[src/rtl/i2s_rx_deserializer.sv]
// I2S receive deserializer: captures left/right words from a codec and presents stereo pairs
// on a valid/ready stream and an Avalon-MM window. Define I2S_RX_LJ_FORMAT_EN for left-justified input.
module i2s_rx_deserializer #(
    parameter int DATA_W      = 24,
    parameter int SYNC_STAGES = 2
) (
    input  logic              CLK,
    input  logic              RESET_N,
    input  logic              SCLK,
    input  logic              LRCLK,
    input  logic              Din,
    output logic [DATA_W-1:0] sample_left,
    output logic [DATA_W-1:0] sample_right,
    output logic              sample_valid,
    input  logic              sample_ready,
    output logic              overrun,
    output logic              frame_err,
    input  logic [1:0]        avs_address,
    input  logic              avs_read,
    input  logic              avs_write,
    input  logic [31:0]       avs_writedata,
    output logic [31:0]       avs_readdata
);

    // state | meaning
    // IDLE  | wait for first LRCLK edge after reset
    // DELAY | skip the I2S delay bit (previous word's LSB)
    // SHIFT | capture DATA_W bits MSB first
    // PAD   | ignore remaining bits of the slot
    typedef enum logic [1:0] {ST_IDLE, ST_DELAY, ST_SHIFT, ST_PAD} state_t;

`ifdef I2S_RX_LJ_FORMAT_EN
    localparam bit LJ_FMT = 1'b1;
`else
    localparam bit LJ_FMT = 1'b0;
`endif

    localparam logic [4:0] LAST_BIT = 5'(DATA_W - 1);

    logic [SYNC_STAGES-1:0] sclk_sync_q;
    logic [SYNC_STAGES-1:0] lr_sync_q;
    logic [SYNC_STAGES-1:0] din_sync_q;
    logic                   sclk_prev_q;
    logic                   lr_prev_q;
    state_t                 state_q;
    logic                   chan_q;
    logic [DATA_W-1:0]      shift_q;
    logic [4:0]             bit_cnt_q;
    logic [DATA_W-1:0]      left_hold_q;
    logic [DATA_W-1:0]      right_hold_q;
    logic                   left_ok_q;
    logic                   pair_stb_q;
    logic [DATA_W-1:0]      sample_left_q;
    logic [DATA_W-1:0]      sample_right_q;
    logic                   sample_valid_q;
    logic                   overrun_q;
    logic                   frame_err_q;

    logic              sclk_s, lr_s, din_s;
    logic              sclk_rise, lr_edge;
    logic [DATA_W-1:0] shift_d;
    logic              consume, clr_ovr, clr_ferr;
    logic              unused_wdata;

    assign sclk_s    = sclk_sync_q[SYNC_STAGES-1];
    assign lr_s      = lr_sync_q[SYNC_STAGES-1];
    assign din_s     = din_sync_q[SYNC_STAGES-1];
    assign sclk_rise = sclk_s & ~sclk_prev_q;
    assign lr_edge   = lr_s ^ lr_prev_q;
    assign shift_d   = {shift_q[DATA_W-2:0], din_s};

    assign consume  = (sample_valid_q & sample_ready) | (avs_read & (avs_address == 2'd2));
    assign clr_ovr  = avs_write & (avs_address == 2'd0) & avs_writedata[1];
    assign clr_ferr = avs_write & (avs_address == 2'd0) & avs_writedata[2];
    assign unused_wdata = ^{avs_writedata[31:3], avs_writedata[0]};

    always_ff @(posedge CLK) begin
        if (!RESET_N) begin
            sclk_sync_q    <= '0;
            lr_sync_q      <= '0;
            din_sync_q     <= '0;
            sclk_prev_q    <= 1'b0;
            lr_prev_q      <= 1'b0;
            state_q        <= ST_IDLE;
            chan_q         <= 1'b0;
            shift_q        <= '0;
            bit_cnt_q      <= '0;
            left_hold_q    <= '0;
            right_hold_q   <= '0;
            left_ok_q      <= 1'b0;
            pair_stb_q     <= 1'b0;
            sample_left_q  <= '0;
            sample_right_q <= '0;
            sample_valid_q <= 1'b0;
            overrun_q      <= 1'b0;
            frame_err_q    <= 1'b0;
        end else begin
            sclk_sync_q <= {sclk_sync_q[SYNC_STAGES-2:0], SCLK};
            lr_sync_q   <= {lr_sync_q[SYNC_STAGES-2:0], LRCLK};
            din_sync_q  <= {din_sync_q[SYNC_STAGES-2:0], Din};
            sclk_prev_q <= sclk_s;
            pair_stb_q  <= 1'b0;

            // Clears sit before the sets below so a coincident set wins.
            if (clr_ovr)  overrun_q   <= 1'b0;
            if (clr_ferr) frame_err_q <= 1'b0;

            if (sclk_rise) begin
                lr_prev_q <= lr_s;
                if (lr_edge && (state_q != ST_DELAY)) begin
                    chan_q <= lr_s;
                    if (state_q == ST_SHIFT) begin
                        frame_err_q <= 1'b1;
                        left_ok_q   <= 1'b0;
                    end
                    if (LJ_FMT) begin
                        shift_q   <= shift_d;
                        bit_cnt_q <= 5'd1;
                        state_q   <= ST_SHIFT;
                    end else begin
                        state_q   <= ST_DELAY;
                    end
                end else begin
                    case (state_q)
                        ST_DELAY: begin
                            shift_q   <= shift_d;
                            bit_cnt_q <= 5'd1;
                            state_q   <= ST_SHIFT;
                        end
                        ST_SHIFT: begin
                            shift_q   <= shift_d;
                            bit_cnt_q <= bit_cnt_q + 5'd1;
                            if (bit_cnt_q == LAST_BIT) begin
                                state_q <= ST_PAD;
                                if (!chan_q) begin
                                    left_hold_q <= shift_d;
                                    left_ok_q   <= 1'b1;
                                end else begin
                                    right_hold_q <= shift_d;
                                    if (left_ok_q) begin
                                        pair_stb_q <= 1'b1;
                                        left_ok_q  <= 1'b0;
                                    end
                                end
                            end
                        end
                        default: ;
                    endcase
                end
            end

            if (pair_stb_q && (!sample_valid_q || consume)) begin
                sample_left_q  <= left_hold_q;
                sample_right_q <= right_hold_q;
                sample_valid_q <= 1'b1;
            end else if (pair_stb_q) begin
                overrun_q      <= 1'b1;
            end else if (consume) begin
                sample_valid_q <= 1'b0;
            end
        end
    end

    always_comb begin
        avs_readdata = '0;
        case (avs_address)
            2'd0:    avs_readdata = {29'b0, frame_err_q, overrun_q, sample_valid_q};
            2'd1:    avs_readdata = {sample_left_q, {(32-DATA_W){1'b0}}};
            2'd2:    avs_readdata = {sample_right_q, {(32-DATA_W){1'b0}}};
            default: avs_readdata = '0;
        endcase
    end

    assign sample_left  = sample_left_q;
    assign sample_right = sample_right_q;
    assign sample_valid = sample_valid_q;
    assign overrun      = overrun_q;
    assign frame_err    = frame_err_q;

endmodule

[config.mk]
export PLATFORM = sky130hd
export DESIGN_NAME = i2s_rx_deserializer
export DESIGN_NICKNAME = d
export VERILOG_FILES = /design/src/rtl/i2s_rx_deserializer.sv
export SDC_FILE = /design/constraint.sdc
export NUM_CORES = 1
export LEC_CHECK = 0
export BUFFER_PORTS_ARGS = -buffer_cell sky130_fd_sc_hd__buf_2
export CORE_UTILIZATION = 50
export DETAILED_ROUTE_END_ITERATION = 16
export PLACE_DENSITY = 0.75
export SLEW_MARGIN = 0
export SYNTH_ARGS = -nofsm -noshare
export SYNTH_HDL_FRONTEND = slang
export SYNTH_SLANG_ARGS = --single-unit
[constraint.sdc]
create_clock -name CLK -period 2.23 [get_ports CLK]
set_clock_uncertainty 0.1 [all_clocks]
set_input_delay 0.3345 -clock CLK [delete_from_list [all_inputs] [get_ports CLK]]
set_output_delay 0.3345 -clock CLK [all_outputs]
set_load 0.005 [all_outputs]
Yosys cells after proc, flatten, opt, wreduce, memory -nomap -nowiden
Index checks and enable logic that the tools add are counted.
Widths: inputs -> output; s select.
{"block": "totals", "input_bits": 42, "output_inout_bits": 83, "reg_bits": 140, "word_cells": 82}
{"block": "op_classes", "muxes": 21, "addsub": 1, "n_reduce_logical": 19, "n_bitwise": 15, "n_eq_ne": 8}
{"op": "$pmux 32 s3", "count": 1}
{"op": "$mux 1", "count": 16}
{"op": "$reduce_and 3->1", "count": 4}
{"op": "$pmux 5 s2", "count": 1}
{"op": "$reduce_and 5->1", "count": 2}
{"op": "$not 1->1", "count": 7}
{"op": "$and 1x1->1", "count": 6}
{"op": "$reduce_bool 2->1", "count": 3}
{"op": "$reduce_or 6->1", "count": 1}
{"op": "$add 5x1->5 const B", "count": 1}
{"op": "$eq 5x5->1 const B", "count": 1}
{"op": "$eq 2x1->1 const B", "count": 2}
{"op": "$eq 2x2->1 const B", "count": 2}
{"op": "$mux 2", "count": 2}
{"op": "$ne 2x1->1 const B", "count": 2}
{"op": "$pmux 2 s2", "count": 1}
{"op": "$reduce_and 2->1", "count": 2}
{"op": "$ne 3x2->1 const B", "count": 1}
{"op": "$reduce_bool 3->1", "count": 1}
{"op": "$logic_and 1x1->1", "count": 2}
{"op": "$logic_not 2->1", "count": 1}
{"op": "$reduce_or 2->1", "count": 1}
{"op": "$logic_not 1->1", "count": 1}
{"op": "$logic_or 1x1->1", "count": 1}
{"op": "other kinds (2)", "count": 2}

Depth between registers and ports, before layout
{"block": "depth", "word_depth": 7, "depth_mapped": 8, "mapped_depth_nobuf": 6}

Least setup slack after synthesis
OpenSTA, ideal clock, no wires.
{"block": "synth_timing", "path_kind": "flip-flop to flip-flop", "start": "register state_q[0]", "end": "register bit_cnt_q[3]", "stages_incl_launch_ff": 7, "setup_time_ns": 0.069, "path_buffers": 0, "path_slack_ns": 0.483, "arrival_time_ns": 1.578, "path_cell_list": "dfxtp_1 -> inv_1 -> ha_1 -> nor3b_2 -> o211ai_1 -> or4_1 -> o21ai_1"}
{"block": "synth_via", "elab_chain_cells": 4, "word_cells_on_any_way": 8, "classes_between": "eq/ne: 3; mux: 1; bitwise: 1; reduce/logical: 3"}
{"element": "start: declaration", "line": "45", "rtl": "state_t state_q;"}
{"element": "start signal: assignment", "line": "84", "rtl": "state_q <= ST_IDLE;"}
{"element": "start signal: assignment", "line": "119", "rtl": "state_q <= ST_SHIFT;"}
{"element": "start signal: assignment", "line": "121", "rtl": "state_q <= ST_DELAY;"}
{"element": "$ne 2x1->1", "line": "110", "rtl": "if (lr_edge && (state_q != ST_DELAY)) begin"}
{"element": "$logic_and 1x1->1", "line": "110"}
{"element": "$not 1->1 (no source line)"}
{"element": "$reduce_and 3->1 (no source line)"}
{"element": "end signal: assignment", "line": "132", "rtl": "bit_cnt_q <= bit_cnt_q + 5'd1;"}
{"element": "end: declaration", "line": "48", "rtl": "logic [4:0] bit_cnt_q;"}
Several ways; a longest one is shown, not always the timed one.
A chain may end at the register's enable or synchronous reset.

Final worst setup path
Ends and elaborated chain as after synthesis.

==> reports/qor.yml <==
final_layout:
  fin_area_sq_um: 6300
  syn2layout_area_growth_pct: 21.0
  fin_cells: 827
  num-fill-cells: 834
  final_core_util_pct: 63.3
  drive_above_1_share_pct: 19.9
  seq_area_sq_um: 2800
  fin_nets: 726
  num_antenna_cells: 0
  multiInputGateArea_sq_um: 2130
pwr:
  p_leak_nw: 2.42
  peakVddDrop_mv: 0.420
  power_density_nw_per_um2: 824
critical_path:
  cp_max_fo: 4
  worst-setup-path-type: "reg -> reg"
  cp.arrival_ns: 2.29
  critPathLaunchType: "flip-flop"
  required_ns: 2.58
  critPathCaptureType: "flip-flop"
sta:
  fmax_ghz: 0.517
  relSlewSlack_pct: 66.6
  finalCritPeriodShare_pct: 86.7
  finalCriticalPeriod_ns: 1.93
  tightest_slew_ns: 0.500
  setup_violations: 0
  slew_violations: 0
  rsz0062_at_grt: "false"
  setup-tns-final_ns: 0
  finalHoldViolCount: 0
  layout_setup_ws_ns: 0.297
detailed_routing:
  vias_per_cell: 5.34
  ant_nets: 0
  post_drt_wl_per_cell_microns: 13.3
  vias: 4420
  drc: 0
  routed_wl_microns: 11000
  drtPass1Iterations: 5
  drtIter0Drc: 281
placement:
  placed_area_sq_um: 5720
  place_congestion: 0.781
  io_buffers: 89
  placed_cells: 792
  dpl.hpwl_microns: 6820
  post-place-ws_ns: 0.303
flow_run:
  cap_violations: 0
synthesis:
  syn_area_sq_um: 5210
  yosysSeqAreaShare_pct: 53.8
  synthDistinctLibCells: 38
  yosys_most_used_dff: "dfxtp_1"
  avgSynthCellArea_sq_um: 8.49
  yosys_warnings: 0
  synth_edf_count: 0
  synthCells: 613
  ys_seq_elements: 140
  synth-async-reset-ratio_pct: 0
die:
  initial_core_util_pct: 52.3
  dieArea_sq_um: 10800
  rows: 36
  core-area_sq_um: 9950
  die_w_microns: 104
  die_h_microns: 104
  ioPinCount: 125
global_routing:
  grt_pass1_vias: 3760
  grt_pass1_wl_microns: 18100
  use_met3_pct: 5.89
  gr-usage-met2_pct: 32.9
  overflow: 0
  antenna_found_initial: 0
  grt_max_degree: 101
  top_usage_layer: "met2"
  track_usage_pct: 20.7
  global_route.usage.met1_pct: 27.0
clock_network:
  cts_made_buffers: 17
  cts_buffer_depth: 2
  cts_resized: 0
  h-tree-depth: 4
  cts_root_buffer: "clkbuf_8"
  clock_latency_ns: 0.52
  numClockSinks: 140
  tritoncts: "built"
  cts.clk_slew.worst_paths_ns: 0.06
min_path:
  holdCritPathClass: "in -> reg"
status:
  status: "complete, no violations"
routing by layer:
metal	vias to the layer above	wire length, microns
met1	2039	5200
met3	13	658
li1	2235	-
met4	0	114
met2	133	5030
met5	-	0
final timing paths:
check	startpoint	to	slack, ns	cells after the start
setup / recovery	state_q[0]$_SDFFE_PN0P_	bit_cnt_q[3]$_SDFFE_PN0P_	0.30	6
hold / removal	avs_write	overrun$_SDFF_PN0_	0.05	4
setup reg to reg	state_q[0]$_SDFFE_PN0P_	bit_cnt_q[3]$_SDFFE_PN0P_	0.30	6
hold reg to reg	lr_sync_q[0]$_SDFF_PN0_	lr_sync_q[1]$_SDFF_PN0_	0.33	1
logic make-up after synthesis:
family	count (synthesis)	synth area share, %
fa+ha+maj	3	0.721
xor+xnor	1	0.313
other cells	1	0.0720
simple gates	236	20.4
mux	1	0.192
flops	140	53.8
compound gates	168	19.0
buf+inv	63	5.55
flip-flops by register name, summed over array words and instances, names as in the netlist, 5 cells and up:
signal,cells
shift_q,23
sample_left,24
bit_cnt_q,5
right_hold_q,24
left_hold_q,24
sample_right,24
layout by cell type (no fill, tap or decap), types with 10 or more instances in the layout:
cell | synthesis | layout
buf_2 | 12 | 89
and2_1 | 11 | 11
clkbuf_16 | 0 | 16
o21ai_0 | 53 | 53
a21oi_1 | 55 | 55
dfxtp_1 | 140 | 140
nand2_1 | 125 | 125
nand3_1 | 75 | 75
o21ai_1 | 22 | 21
a22o_1 | 24 | 24
nor2_1 | 10 | 10
through the flow:
step,hold WS (ns),power [mW]
floorplan,0.312,2.64
global placement,0.313,2.66
detailed placement,0.318,2.67
CTS,0.0473,5.21
global route,0.0473,5.34
finish,0.0545,5.19
power by group:
group	internal, mW	switching (mW)	leakage (nW)
combinational	0.0306	0.0763	1.03
clock	1.56	1.02	0.266
sequential	2.51	0.00345	1.13
what timing repair did:
action	in CTS	in global routing
hold endpoints to repair	3	0
buffers inserted	0	0
hold buffers	3	0
final cells by class:
cell class | instances | share of cell area, %
sequential | 140 | 44.5
clock buffer | 21 | 7.29
tap | 133 | 2.64
multi-input combinational | 414 | 33.9
timing repair buffer | 101 | 9.81
inverter | 7 | 0.417
clock inverter | 11 | 1.49
Yosys cell counts (2+ instances only):
master     count  area (sq um)
buf_2         12          60.1
o221a_2        2          22.5
nor2b_1        2          12.5
o21ai_1       22           110
o22ai_1        2          12.5
o21a_1         2          15.0
nand3_1       75           375
dfxtp_1      140          2800
ha_1           3          37.5
inv_1          7          26.3
o2111ai_2      2          30.0
nor2_1        10          37.5
clkbuf_1      32           120
and3b_1        2          17.5
o21ai_0       53           265
buf_4          8          60.1
nand2b_1       3          18.8
or3_1          2          12.5
a21oi_1       55           275
a22o_1        24           210
buf_1          3          11.3
and2_1        11          68.8
nand2_1      125           469
a22oi_1        2          15.0
critical path, cell delays in order, from the launching register on:
cell	delay [ns]
dfxtp_1	0.36
inv_1	0.05
ha_1	0.31
nor3b_2	0.26
o211ai_1	0.21
or4_1	0.50
o21ai_1	0.08
(Power assumes the default switching activity.)
